<file path="src/rtl/oam_dma_engine_if.sv">
// ---------------------------------------------------------------------------
// oam_dma_engine_if
//   Bundles every non-clock signal of the OAM DMA engine.
//   CPU side    : address_bus_offset, mem_we, data_in -> data_out_dma_reg
//   Read bus    : address_bus_dma_rd, mem_enable_dma_rd -> data_in_dma_rd
//   OAM write   : address_bus_dma_wr, mem_enable_dma_wr, data_in_dma_wr,
//                 wr_en_oam_dma_wr, dma_sel_OAM
//   Status      : dma_active, dma_done, dma_state_dbg (FSM state, debug only)
//
// Handshake: there is no back-pressure. A read request (mem_enable_dma_rd)
// is answered with data_in_dma_rd exactly one clock later. An OAM write
// takes effect in every cycle where wr_en_oam_dma_wr is high.
//
// The engine connects through the master modport. The slave modport is the
// view of the CPU, the source memory and the PPU.
// ---------------------------------------------------------------------------
interface oam_dma_engine_if;
    logic [15:0] address_bus_offset;
    logic        mem_we;
    logic [7:0]  data_in;
    logic [7:0]  data_out_dma_reg;

    logic [7:0]  data_in_dma_rd;
    logic [15:0] address_bus_dma_rd;
    logic        mem_enable_dma_rd;

    logic [15:0] address_bus_dma_wr;
    logic        mem_enable_dma_wr;
    logic [7:0]  data_in_dma_wr;
    logic        wr_en_oam_dma_wr;
    logic        dma_sel_OAM;

    logic        dma_active;
    logic        dma_done;
    logic [1:0]  dma_state_dbg;

    modport master (
        input  address_bus_offset, mem_we, data_in, data_in_dma_rd,
        output data_out_dma_reg, address_bus_dma_rd, mem_enable_dma_rd,
        output address_bus_dma_wr, mem_enable_dma_wr, data_in_dma_wr,
        output wr_en_oam_dma_wr, dma_sel_OAM, dma_active, dma_done,
        output dma_state_dbg
    );

    modport slave (
        output address_bus_offset, mem_we, data_in, data_in_dma_rd,
        input  data_out_dma_reg, address_bus_dma_rd, mem_enable_dma_rd,
        input  address_bus_dma_wr, mem_enable_dma_wr, data_in_dma_wr,
        input  wr_en_oam_dma_wr, dma_sel_OAM, dma_active, dma_done,
        input  dma_state_dbg
    );
endinterface

</file>
<file path="src/rtl/oam_dma_engine.sv">
// ---------------------------------------------------------------------------
// oam_dma_engine
//   Copies 160 bytes from source page XX00-XX9F into OAM FE00-FE9F after a
//   CPU write to FF46. One byte moves every STEP_CYCLES clocks, preceded by
//   one STEP_CYCLES-long start-up delay (total busy 161*STEP_CYCLES clocks).
//
// Ports:
//   clk_ppu  - clock, all state changes on the rising edge
//   reset_n  - asynchronous active-low reset
//   bus      - oam_dma_engine_if.master (CPU, source read, OAM write, status)
//
// Every bus output is decoded from registered state only; nothing from the
// CPU inputs reaches an output combinationally.
// ---------------------------------------------------------------------------
module oam_dma_engine #(
    parameter int unsigned STEP_CYCLES      = 4,
    parameter logic [7:0]  SRC_MIRROR_LIMIT = 8'hDF
) (
    input  logic              clk_ppu,
    input  logic              reset_n,
    oam_dma_engine_if.master  bus
);

    typedef enum logic [1:0] {
        IDLE  = 2'd0,
        DELAY = 2'd1,
        XFER  = 2'd2
    } state_e;

    localparam int unsigned   PW         = $clog2(STEP_CYCLES);
    localparam logic [PW-1:0] PH_LAST    = PW'(STEP_CYCLES - 1);
    localparam logic [PW-1:0] PH_LATCH   = PW'(1);
    localparam logic [PW-1:0] PH_WRITE   = PW'(2);
    localparam logic [7:0]    LAST_INDEX = 8'd159;

    state_e        state_q;
    logic [PW-1:0] phase_q;
    logic [7:0]    index_q;
    logic [7:0]    src_page_q;
    logic [7:0]    data_latch_q;
    logic [7:0]    dma_reg_q;
    logic          done_q;

    logic          trigger;
    logic [7:0]    src_page_d;
    logic          rd_phase;
    logic          wr_phase;

    assign trigger = bus.mem_we && (bus.address_bus_offset == 16'hFF46);

    // Pages above the limit alias echo RAM and are folded back down.
    assign src_page_d = (bus.data_in > SRC_MIRROR_LIMIT) ? (bus.data_in - 8'h20)
                                                         : bus.data_in;

    // A trigger always wins, including while a copy is running or on the
    // very edge that would finish it: the copy restarts and no done pulse
    // is produced for the abandoned one.
    always_ff @(posedge clk_ppu or negedge reset_n) begin
        if (!reset_n) begin
            state_q      <= IDLE;
            phase_q      <= '0;
            index_q      <= '0;
            src_page_q   <= '0;
            data_latch_q <= '0;
            dma_reg_q    <= '0;
            done_q       <= 1'b0;
        end else begin
            done_q <= 1'b0;
            if (trigger) begin
                dma_reg_q  <= bus.data_in;
                src_page_q <= src_page_d;
                state_q    <= DELAY;
                phase_q    <= '0;
                index_q    <= '0;
            end else begin
                case (state_q)
                    IDLE: begin
                        phase_q <= '0;
                    end
                    DELAY: begin
                        if (phase_q == PH_LAST) begin
                            state_q <= XFER;
                            phase_q <= '0;
                            index_q <= '0;
                        end else begin
                            phase_q <= phase_q + PW'(1);
                        end
                    end
                    XFER: begin
                        // Read data arrives one clock after the phase-0 request.
                        if (phase_q == PH_LATCH) begin
                            data_latch_q <= bus.data_in_dma_rd;
                        end
                        if (phase_q == PH_LAST) begin
                            phase_q <= '0;
                            if (index_q == LAST_INDEX) begin
                                state_q <= IDLE;
                                index_q <= '0;
                                done_q  <= 1'b1;
                            end else begin
                                index_q <= index_q + 8'd1;
                            end
                        end else begin
                            phase_q <= phase_q + PW'(1);
                        end
                    end
                    default: begin
                        state_q <= IDLE;
                    end
                endcase
            end
        end
    end

    assign rd_phase = (state_q == XFER) && (phase_q == '0);
    assign wr_phase = (state_q == XFER) && (phase_q == PH_WRITE);

    assign bus.mem_enable_dma_rd  = rd_phase;
    assign bus.address_bus_dma_rd = rd_phase ? {src_page_q, index_q} : 16'h0000;

    assign bus.mem_enable_dma_wr  = wr_phase;
    assign bus.wr_en_oam_dma_wr   = wr_phase;
    assign bus.address_bus_dma_wr = wr_phase ? (16'hFE00 + {8'h00, index_q}) : 16'h0000;
    assign bus.data_in_dma_wr     = wr_phase ? data_latch_q : 8'h00;

    assign bus.dma_sel_OAM      = (state_q != IDLE);
    assign bus.dma_active       = (state_q != IDLE);
    assign bus.dma_done         = done_q;
    assign bus.data_out_dma_reg = dma_reg_q;
    assign bus.dma_state_dbg    = state_q;

endmodule
</file>
<file path="src/flat_wrapper.sv">
// flat-port wrapper written by rule: the top's interface ports become plain ports
module oam_dma_engine_flat 
#(
    parameter int unsigned STEP_CYCLES      = 4,
    parameter logic [7:0]  SRC_MIRROR_LIMIT = 8'hDF
)
  (clk_ppu, reset_n, bus_address_bus_offset, bus_mem_we, bus_data_in, bus_data_in_dma_rd, bus_data_out_dma_reg, bus_address_bus_dma_rd, bus_mem_enable_dma_rd, bus_address_bus_dma_wr, bus_mem_enable_dma_wr, bus_data_in_dma_wr, bus_wr_en_oam_dma_wr, bus_dma_sel_OAM, bus_dma_active, bus_dma_done, bus_dma_state_dbg);
  oam_dma_engine_if bus_i ();
  input  logic clk_ppu;
  input  logic reset_n;
  input wire logic [$bits(bus_i.address_bus_offset)-1:0] bus_address_bus_offset;
  input wire logic [$bits(bus_i.mem_we)-1:0] bus_mem_we;
  input wire logic [$bits(bus_i.data_in)-1:0] bus_data_in;
  input wire logic [$bits(bus_i.data_in_dma_rd)-1:0] bus_data_in_dma_rd;
  output wire logic [$bits(bus_i.data_out_dma_reg)-1:0] bus_data_out_dma_reg;
  output wire logic [$bits(bus_i.address_bus_dma_rd)-1:0] bus_address_bus_dma_rd;
  output wire logic [$bits(bus_i.mem_enable_dma_rd)-1:0] bus_mem_enable_dma_rd;
  output wire logic [$bits(bus_i.address_bus_dma_wr)-1:0] bus_address_bus_dma_wr;
  output wire logic [$bits(bus_i.mem_enable_dma_wr)-1:0] bus_mem_enable_dma_wr;
  output wire logic [$bits(bus_i.data_in_dma_wr)-1:0] bus_data_in_dma_wr;
  output wire logic [$bits(bus_i.wr_en_oam_dma_wr)-1:0] bus_wr_en_oam_dma_wr;
  output wire logic [$bits(bus_i.dma_sel_OAM)-1:0] bus_dma_sel_OAM;
  output wire logic [$bits(bus_i.dma_active)-1:0] bus_dma_active;
  output wire logic [$bits(bus_i.dma_done)-1:0] bus_dma_done;
  output wire logic [$bits(bus_i.dma_state_dbg)-1:0] bus_dma_state_dbg;
  assign bus_i.address_bus_offset = bus_address_bus_offset;
  assign bus_i.mem_we = bus_mem_we;
  assign bus_i.data_in = bus_data_in;
  assign bus_i.data_in_dma_rd = bus_data_in_dma_rd;
  assign bus_data_out_dma_reg = bus_i.data_out_dma_reg;
  assign bus_address_bus_dma_rd = bus_i.address_bus_dma_rd;
  assign bus_mem_enable_dma_rd = bus_i.mem_enable_dma_rd;
  assign bus_address_bus_dma_wr = bus_i.address_bus_dma_wr;
  assign bus_mem_enable_dma_wr = bus_i.mem_enable_dma_wr;
  assign bus_data_in_dma_wr = bus_i.data_in_dma_wr;
  assign bus_wr_en_oam_dma_wr = bus_i.wr_en_oam_dma_wr;
  assign bus_dma_sel_OAM = bus_i.dma_sel_OAM;
  assign bus_dma_active = bus_i.dma_active;
  assign bus_dma_done = bus_i.dma_done;
  assign bus_dma_state_dbg = bus_i.dma_state_dbg;
  oam_dma_engine #(.STEP_CYCLES(STEP_CYCLES), .SRC_MIRROR_LIMIT(SRC_MIRROR_LIMIT)) u_core (.clk_ppu(clk_ppu), .reset_n(reset_n), .bus(bus_i));
endmodule
</file>
<file path="config.mk">
export PLATFORM = sky130hd
export DESIGN_NAME = oam_dma_engine_flat
export DESIGN_NICKNAME = d
export VERILOG_FILES = /design/src/rtl/oam_dma_engine_if.sv /design/src/rtl/oam_dma_engine.sv /design/src/flat_wrapper.sv
export SDC_FILE = /design/constraint.sdc
export NUM_CORES = 1
export LEC_CHECK = 0
export BUFFER_PORTS_ARGS = -buffer_cell sky130_fd_sc_hd__buf_4
export CAP_MARGIN = 20
export CORE_ASPECT_RATIO = 1.75
export CORE_MARGIN = 2
export CORE_UTILIZATION = 40
export CTS_BUF_LIST = sky130_fd_sc_hd__clkbuf_8
export CTS_CLUSTER_DIAMETER = 40
export DETAILED_ROUTE_END_ITERATION = 10
export GPL_TIMING_DRIVEN = 0
export PLACE_DENSITY = 0.7
export SLEW_MARGIN = 10
export SYNTH_ARGS = -nofsm -noshare
export SYNTH_HDL_FRONTEND = slang
export SYNTH_SLANG_ARGS = --single-unit
</file>
<file path="constraint.sdc">
create_clock -name clk_ppu -period 2.9 [get_ports clk_ppu]
set_clock_uncertainty 0.15 [all_clocks]
set_input_delay 0.29 -clock clk_ppu [delete_from_list [all_inputs] [get_ports clk_ppu]]
set_output_delay 0.29 -clock clk_ppu [all_outputs]
set_load 0.02 [all_outputs]
</file>
# Word level (Yosys, flattened, before mapping)
# Index checks and enable logic that the tools add are counted.
[totals]
latch_bits = 0
mem_bits_ro = 0
word_cells = 57
ram_bits = 0
output_inout_bits = 56
mem_count = 0
reg_bits = 37
input_bits = 35
[classes]
n_shift = 0
n_eq_ne = 11
multipliers = 0
n_div = 0
n_reduce_logical = 12
muxes = 21
magnitude_cmp = 1
n_bitwise = 1
add_sub_neg = 4
[ops]
columns = ["operator", "n"]
rows = [
  ["two-way mux 8 bit", 6],
  ["two-way mux 16 bit", 2],
  ["equality test 16 bit (second input constant)", 1],
  ["one-hot mux 8 bit (2 select lines)", 1],
  ["two-way mux 2 bit", 6],
  ["adder 10 x 9 -> 11 bit (first input constant)", 1],
  ["inequality test 3 x 1 -> 1 bit (second input constant)", 3],
  ["adder 8 x 1 -> 8 bit (second input constant)", 1],
  ["equality test 8 bit (second input constant)", 1],
  ["greater-than comparator 8 bit (second input constant)", 1],
  ["subtractor 8 x 6 -> 8 bit (second input constant)", 1],
  ["equality test 2 bit (second input constant)", 3],
  ["one-hot mux 2 bit (3 select lines)", 1],
  ["AND reduction 3 bit", 2],
  ["nonzero test 3 bit", 2],
  ["equality test 2 x 1 -> 1 bit (second input constant)", 2],
  ["logical NOT 2 bit", 2],
  ["two-way mux 1 bit", 4],
  ["one-hot mux 2 bit (2 select lines)", 1],
  ["AND reduction 4 bit", 1],
  ["logical AND 1 bit", 3],
  ["adder 2 x 1 -> 2 bit (second input constant)", 1],
  ["inequality test 2 x 1 -> 1 bit (second input constant)", 1],
  ["nonzero test 2 bit", 1],
  ["2 further kinds", 2],
]

# Depth between registers and ports, before layout
# Gate-level depths: netlist of the first run.
[logic_depth]
word_depth = 5
ltp_mapped = 7
depth_no_buf = 6

# Least setup slack after synthesis of the first run
# No wires, ideal clock.
[synth_path]
kind = "reg2out"
start = "register u_core.state_q[0] (netlist: u_core.bus.dma_state_dbg[0])"
end = "output bus_address_bus_dma_wr[10]"
slack_ps = 677
stages_incl_launch_ff = 7
arrival_time_ps = 1783
cell_sequence = "dfrtp_1 > inv_1 > ha_1 > clkbuf_1 > clkbuf_1 > and2_1 > buf_4"
[synth_via]
elab_chain_cells = 3
[synth_lines]
columns = ["item", "line", "rtl"]
rows = [
  ["start: declaration", "oam_dma_engine.sv:36", "state_e state_q;"],
  ["start signal: assignment", "oam_dma_engine.sv:60", "state_q <= IDLE;"],
  ["start signal: assignment", "oam_dma_engine.sv:72", "state_q <= DELAY;"],
  ["start signal: assignment", "oam_dma_engine.sv:82", "state_q <= XFER;"],
  ["equality test 2 bit", "oam_dma_engine.sv:116", "assign wr_phase = (state_q == XFER) && (phase_q == PH_WRITE);"],
  ["logical AND 1 bit", "oam_dma_engine.sv:116", ""],
  ["named net bus_mem_enable_dma_wr", "flat_wrapper.sv:19", "output wire logic [$bits(bus_i.mem_enable_dma_wr)-1:0] bus_mem_enable_dma_wr;"],
  ["two-way mux 16 bit", "oam_dma_engine.sv:123", "assign bus.address_bus_dma_wr = wr_phase ? (16'hFE00 + {8'h00, index_q}) : 16'h0000;"],
  ["end: declaration", "flat_wrapper.sv:18", "output wire logic [$bits(bus_i.address_bus_dma_wr)-1:0] bus_address_bus_dma_wr;"],
]
# The timed path passes the listed nets, and every way through them passes these cells.

# Worst setup path after layout of the first run
[layout_path]
start = "register u_core.state_q[0] (netlist: u_core.bus.dma_state_dbg[0])"
end = "output bus_address_bus_dma_wr[7]"
[layout_via]
elab_chain_cells = 3
[layout_lines]
columns = ["item", "line"]
rows = [
  ["equality test 2 bit", "oam_dma_engine.sv:116"],
  ["logical AND 1 bit", "oam_dma_engine.sv:116"],
  ["two-way mux 16 bit", "oam_dma_engine.sv:123"],
]
# Every way passes these cells.

==> results of run 1 <==
worst reg2reg max path, stage by stage, from the launching register on:
cell and delay, ns:
dfrtp_1 0.41, inv_1 0.11, ha_1 0.15, clkbuf_1 0.32
nand3_1 0.11, a21oi_1 0.45, a41oi_1 0.19, a311oi_1 0.26
final timing paths:
check	start	to	slack, ns	depth (start not counted)
setup / recovery	u_core.bus.dma_state_dbg[0]	bus_address_bus_dma_wr[7]	0.28	7
hold / removal	bus_data_in[2]	u_core.bus.data_out_dma_reg[2]	0.08	2
setup reg to reg	u_core.bus.dma_state_dbg[0]	u_core.index_q[3]	0.66	7
hold reg to reg	u_core.src_page_q[7]	u_core.src_page_q[7]	0.35	2
max in group asynchronous	reset_n	u_core.bus.dma_state_dbg[1]	1.97	2
min in group asynchronous	reset_n	u_core.bus.data_out_dma_reg[5]	0.34	2
cell type report:
class / count / area, um^2 / area share (%)
Buffer: 25 / 169 / 5.83
Clock buffer: 7 / 96.3 / 3.33
Clock inverter: 1 / 30.0 / 1.04
Inverter: 8 / 30.0 / 1.04
Multi-Input combinational cell: 136 / 1020 / 35.4
Sequential cell: 32 / 801 / 27.6
Tap cell: 54 / 67.6 / 2.33
Timing Repair Buffer: 90 / 678 / 23.4
cells by family after synthesis:
| family | after synthesis | share of synthesized area, % |
|---|---|---|
| muxes | 19 | 12.2 |
| and+or+nand+nor | 76 | 22.4 |
| adders and majority gates | 10 | 6.19 |
| DFF | 32 | 39.6 |
| AOI/OAI and AO/OA | 30 | 9.72 |
| other | 1 | 0.185 |
| buffers and inverters | 33 | 9.72 |
metal layers:
layer  wire [um]  GRT usage [%]
met1        1860           20.1
met2        2740           34.6
met3         315           3.84
met4         131           8.23
met5           0              0
where the power goes:
group	switching [mW]	leakage (nW)	internal [mW]
clock	0.167	0.0645	0.303
sequential	0.0554	0.427	0.521
combinational	0.0495	1.12	0.0988
layout by cell type, fill, tap and decap left out, types with 3 or more instances in the layout:
master,n
clkbuf_8,7
o21ai_0,6
and2_1,3
dfrtp_1,32
mux2_2,9
clkbuf_1,5
mux2_4,9
a21oi_1,10
nand2_1,10
ha_1,10
inv_1,8
nand3_1,6
buf_4,104
nor2_1,6
a311oi_1,4
and3_1,34
timing repair:
item                       CTS  global route
buffers inserted             0             0
hold endpoints to repair    32             0
resized for setup            0             4
hold buffers                 1             0
setup endpoints to repair    0            12
==> key figures, run 1 <==
Die
  – Die height: 98.1 um
  – Row count: 34
  – Core area: 4930 um^2
  – Die width: 57.7 um
  – Io pins: 91
  – Total die area: 5660 um^2
  – Initial Util: 41.0%

Setup path
  – Slowest cell on crit path: dfrtp_1
  – Sum of buffers and inverters on the critical path: 5
  – Worst-path fanout max: 10
  – Top Family by Delay on Critical Path: buffers and inverters
  – CP cell instances: inv_1, ha_1, clkbuf_1, clkbuf_2, clkbuf_1, and3_1, buf_4
  – Worst path max stage delay: 0.41 ns
  – CP required: 2.46 ns
  – Most used cell, CP: clkbuf_1
  – CP Launch Type: flip-flop
  – WS Path Type: reg2out
  – Critical Path Sink Type: output port
  – Worst Path Arrival: 2.18 ns

Cells and area
  – Layout cells sized above 1: 46.2%
  – Synthesis-to-finish area growth: 43.3%
  – Cell area after layout: 2900 um^2
  – Final core utilization: 58.7%
  – Finished Layout Cells: 353
  – ANT cells: 0
  – Fillers: 455
  – Fin nets: 343

Global routing
  – GRT Total Usage: 18.9%
  – Vias in the first global route: 1,888
  – First-pass GRT wire length: 8.50 mm
  – Largest net degree at the start of global routing: 33
  – Gr ovfl total: 0
  – Initial antenna violation count: 0

Run
  – Max cap viols: 0

CTS
  – Skew-Pair Late Insertion Delay: 0.28 ns
  – Clk buf depth: 2
  – CTS Buf Count: 5
  – H-Tree Depth: 2
  – CTS root buf: clkbuf_8
  – Reg clk slew, reported paths: 0.07 ns
  – CTS tree: done
  – Clk sinks: 32

STA
  – Fmax: 382 MHz
  – Rel. slew slack: 53.6%
  – WHS: 0.0816 ns
  – Final worst path period need: 2.62 ns
  – Final Cycle Share: 90.4%
  – Final Worst Setup Slack: 0.279 ns
  – Slew @ Worst Pin: 0.693 ns
  – Max Slew Vio Count: 0
  – Final Setup Violations: 0
  – Final Hold Fails: 0
  – Setup TNS: 0 ns
  – RSZ-0062 raised after global routing: false

Placement
  – DP HPWL: 3.91 mm
  – Place WS: 0.462 ns
  – # port buffers: 89
  – Routability cong.: 0.750
  – Placed Cells: 344
  – Post-DP Area: 2760 um^2

Logic synthesis
  – Yosys cell types: 41
  – Top cells by area, synth: dfrtp_1 40%, and3_1 11%, mux2_4 6.7%
  – Yosys top cell area share: 39.6%
  – Cell Area, Synth: 2020 um^2
  – Seq cells post-synth: 32
  – Most frequent cell after synthesis: and3_1
  – Sequential share of the synthesized area: 39.6%
  – Cells after Synth: 201
  – Cell taking the most area after synthesis: dfrtp_1
  – EDFF count, synth: 0
  – Post-synth top cells: 34 x and3_1, 32 x dfrtp_1, 15 x buf_4
  – Most used DFF post-synth: dfrtp_1
  – Ys async rst share: 100%
  – Avg Inst Size Synth: 10.1 um^2
  – Syn_nets: 246
  – Synthesis Warnings: 0

Power and ir drop
  – VDD IR-drop max: 0.000314 V
  – Pwr Total: 1.20 mW
  – Power per cell area: 413 nW/um^2
  – Pleak: 1.61 nW

Route
  – Pre-antenna DRT Iters: 4
  – Vias per cell: 5.31
  – Routed wire length: 5.05 mm
  – Residual DRC: 0
  – Initial DRC count: 56
  – Antenna-violating nets left: 0
  – Vias: 1,875
  – Drt wl/cell: 14.3 um

Worst hold path
  – HP Class: in2reg

Run status
  – Status: completed
Power figures use the tool's default switching activity.
==> run 2, diff against run 1 <==
--- a/config.mk
+++ b/config.mk
@@ -13,7 +13,7 @@
 export CTS_BUF_LIST = sky130_fd_sc_hd__clkbuf_8
 export CTS_CLUSTER_DIAMETER = 40
 export DETAILED_ROUTE_END_ITERATION = 10
-export GPL_TIMING_DRIVEN = 0
+export GPL_TIMING_DRIVEN = 1
 export PLACE_DENSITY = 0.7
 export SLEW_MARGIN = 10
 export SYNTH_ARGS = -nofsm -noshare
==> constraint.sdc (replaced) <==
create_clock -name clk_ppu -period 2.9 [get_ports clk_ppu]
set_clock_uncertainty 0.15 [all_clocks]
set_input_delay 0.725 -clock clk_ppu [delete_from_list [all_inputs] [get_ports clk_ppu]]
set_output_delay 0.725 -clock clk_ppu [all_outputs]
set_load 0.02 [all_outputs]
==> key figures, run 2 (synthesis gave the netlist of run 1 again) <==
STA
  – RSZ-0062 raised after global routing: false
  – Final Setup Violations: 0 (unchanged)
  – Final worst path period need: 2.67 ns (+0.0471 ns)
  – Final Hold Fails: 0 (unchanged)
  – Fmax: 375 MHz (-1.8%)
  – Final Cycle Share: 92.0% (+1.6 points)
  – Max Slew Vio Count: 0 (unchanged)
  – Setup TNS: 0 ns (unchanged)

CTS
  – Skew-Pair Late Insertion Delay: 0.29 ns (about the same)
  – CTS root buf: clkbuf_8
  – CTS Hold Bufs: 0 (-1)
  – Clk buf depth: 2 (unchanged)
  – CTS tree: done
  – Reg clk slew, reported paths: 0.07 ns (about the same)
  – Clk sinks: 32 (unchanged)
  – CTS Buf Count: 5 (unchanged)
  – H-Tree Depth: 2 (unchanged)

Die
  – Core area: 4930 um^2 (unchanged)
  – Initial Util: 41.0% (unchanged)
  – Die width: 57.7 um (unchanged)
  – Total die area: 5660 um^2 (unchanged)
  – Io pins: 91 (unchanged)
  – Die height: 98.1 um (unchanged)
  – Row count: 34 (unchanged)

Global routing
  – Vias in the first global route: 1,775 (-6.0%)
  – GRT Total Usage: 17.9% (-0.96 points)
  – Largest net degree at the start of global routing: 33 (unchanged)
  – Gr ovfl total: 0 (unchanged)
  – Met2 Use GR: 32.3% (-2.3 points)
  – Met1 Use GR: 18.8% (-1.3 points)
  – GRT met3 Usage: 3.05% (-0.79 points)
  – Initial antenna violation count: 0 (unchanged)
  – First-pass GRT wire length: 7.96 mm (-6.4%)
  – Most Used Layer, Global Route: met2

Placement
  – # port buffers: 89 (unchanged)
  – DP HPWL: 3.76 mm (-4.0%)
  – Placed Cells: 322 (-6.4%)
  – Routability cong.: 0.726 (-3.2%)

Setup path
  – CP required: 2.03 ns (-0.43 ns)
  – Sum of buffers and inverters on the critical path: 2 (-3)
  – Critical Path Sink Type: output port
  – Worst-path fanout max: 17 (+7)
  – CP Launch Type: flip-flop
  – WP depth: 4 (-3)
  – Cells on worst reg2reg path: 7 (unchanged)
  – Worst path max stage delay: 0.43 ns (+0.02 ns)
  – Setup crit end: bus_address_bus_dma_wr[15]
  – CP cell instances: inv_1, ha_1, and2_1, buf_4
  – Worst Path Arrival: 1.79 ns (-0.39 ns)
  – Top Family by Delay on Critical Path: adder cells
  – RR Startpoint: u_core.bus.dma_state_dbg[0]
  – Crit. Startpoint: u_core.phase_q[0]
  – R2R Setup Slk: 0.56 ns (-0.10 ns)
  – Slowest cell on crit path: ha_1
  – WS Path Type: reg2out
  – R2r endpoint: u_core.index_q[3]

Cells and area
  – Final core utilization: 55.3% (-3.4 points)
  – Fillers: 480 (+5.5%)
  – Commonest non-fill, non-tap cell in the layout: buf_4
  – ANT cells: 0 (unchanged)
  – Reg area: 801 um^2 (unchanged)
  – Finished Layout Cells: 330 (-6.5%)
  – Commonest non-fill, non-tap cells in the layout: 92 x buf_4, 34 x and3_1, 32 x dfrtp_1, 10 x nand2_1, 10 x a21oi_1
  – Area occupied by multi-input gates: 1030 um^2 (+0.24%)
  – Layout cells sized above 1: 44.2% (-2.0 points)
  – Fin nets: 320 (-6.7%)
  – Synthesis-to-finish area growth: 34.9%

Route
  – Vias per cell: 5.36 (+0.98%)
  – Initial DRC count: 21 (-63%)
  – Vias: 1,770 (-5.6%)
  – Antenna-violating nets left: 0 (unchanged)
  – Pre-antenna DRT Iters: 4 (unchanged)
  – Residual DRC: 0 (unchanged)
  – Drt wl/cell: 14.9 um (+4.1%)
  – Routed wire length: 4.91 mm (-2.7%)

Power and ir drop
  – Clock power frac: 37.3% (-2.1 points)
  – NetSw: 0.285 mW (+4.7%)
  – Sequential Power Share: 50.0% (+1.8 points)
  – Pwr Total: 1.16 mW (-3.2%)
  – Combinational group share of total power: 12.7% (+0.3 points)
  – Switching share of power: 24.6% (+1.8 points)
  – VDD IR-drop max: 0.000315 V (+0.43%)
  – Pleak: 1.50 nW (-6.9%)
  – Internal power: 0.872 mW (-5.5%)
  – Power per cell area: 424 nW/um^2 (+2.8%)

Run status
  – Status: completed

Run
  – Max cap viols: 0 (unchanged)

Worst hold path
  – HP Class: in2async
run 2: cell types whose count changed in the layout (fill, tap and decap cells not counted), moves of 2 or more:
cell / previous run / this run
clkbuf_2: 2 / 0
clkbuf_1: 5 / 0
buf_6: 2 / 0
buf_4: 104 / 92
clkbuf_8: 7 / 5
run 2: worst min-delay path by stage:
stage | startpoint | endpoint | slack [ns] | cells after the start
after floorplan | reset_n | u_core.bus.data_out_dma_reg[0] | 0.28 | 0
after global placement | u_core.data_latch_q[3] | u_core.data_latch_q[3] | 0.33 | 1
after detailed placement | u_core.src_page_q[7] | u_core.src_page_q[7] | 0.34 | 2
after CTS | reset_n | u_core.bus.data_out_dma_reg[5] | 0.23 | 1
after global routing | reset_n | u_core.bus.data_out_dma_reg[5] | 0.25 | 1
final | reset_n | u_core.data_latch_q[3] | 0.21 | 1
run 2: stage by stage:
step / hold WS [ns] / cell area (um^2) / setup slack, ns
finish: 0.210 / 2730 / 0.232
global placement: 0.333 / 2610 / 0.325
CTS: 0.228 / 2730 / 0.0913
global route: 0.253 / 2730 / 0.0812
floorplan: 0.279 / 2020 / 0.242
detailed placement: 0.337 / 2610 / 0.329
run 2: area by class of cell:
class | count | area share [%]
Sequential cell | 32 | 29.4
Multi-Input combinational cell | 136 | 37.7
Clock buffer | 5 | 2.52
Clock inverter | 3 | 1.56
Inverter | 8 | 1.10
Tap cell | 54 | 2.48
Timing Repair Buffer | 92 | 25.3
run 2: metal layers:
metal | up-vias | part of all wire, %
met5 | - | 0
met4 | 0 | 3.6
met3 | 14 | 5.9
met2 | 68 | 54
met1 | 837 | 36
li1 | 851 | -
run 2: power groups by stage:
| stage | logic [mW] | clock network, mW | registers [mW] |
|---|---|---|---|
| 3_5_place_dp | 0.149 | 0 | 0.588 |
| 5_1_grt | 0.166 | 0.457 | 0.592 |
| 3_3_place_gp | 0.141 | 0 | 0.581 |
| 2_1_floorplan | 0.0928 | 0 | 0.567 |
| 4_1_cts | 0.149 | 0.439 | 0.578 |
| 6_report | 0.147 | 0.432 | 0.579 |
run 2: what timing repair did:
item,4_1_cts,5_1_grt
resized for setup,0,1
setup endpoints to repair,0,19
setup buffers,0,0
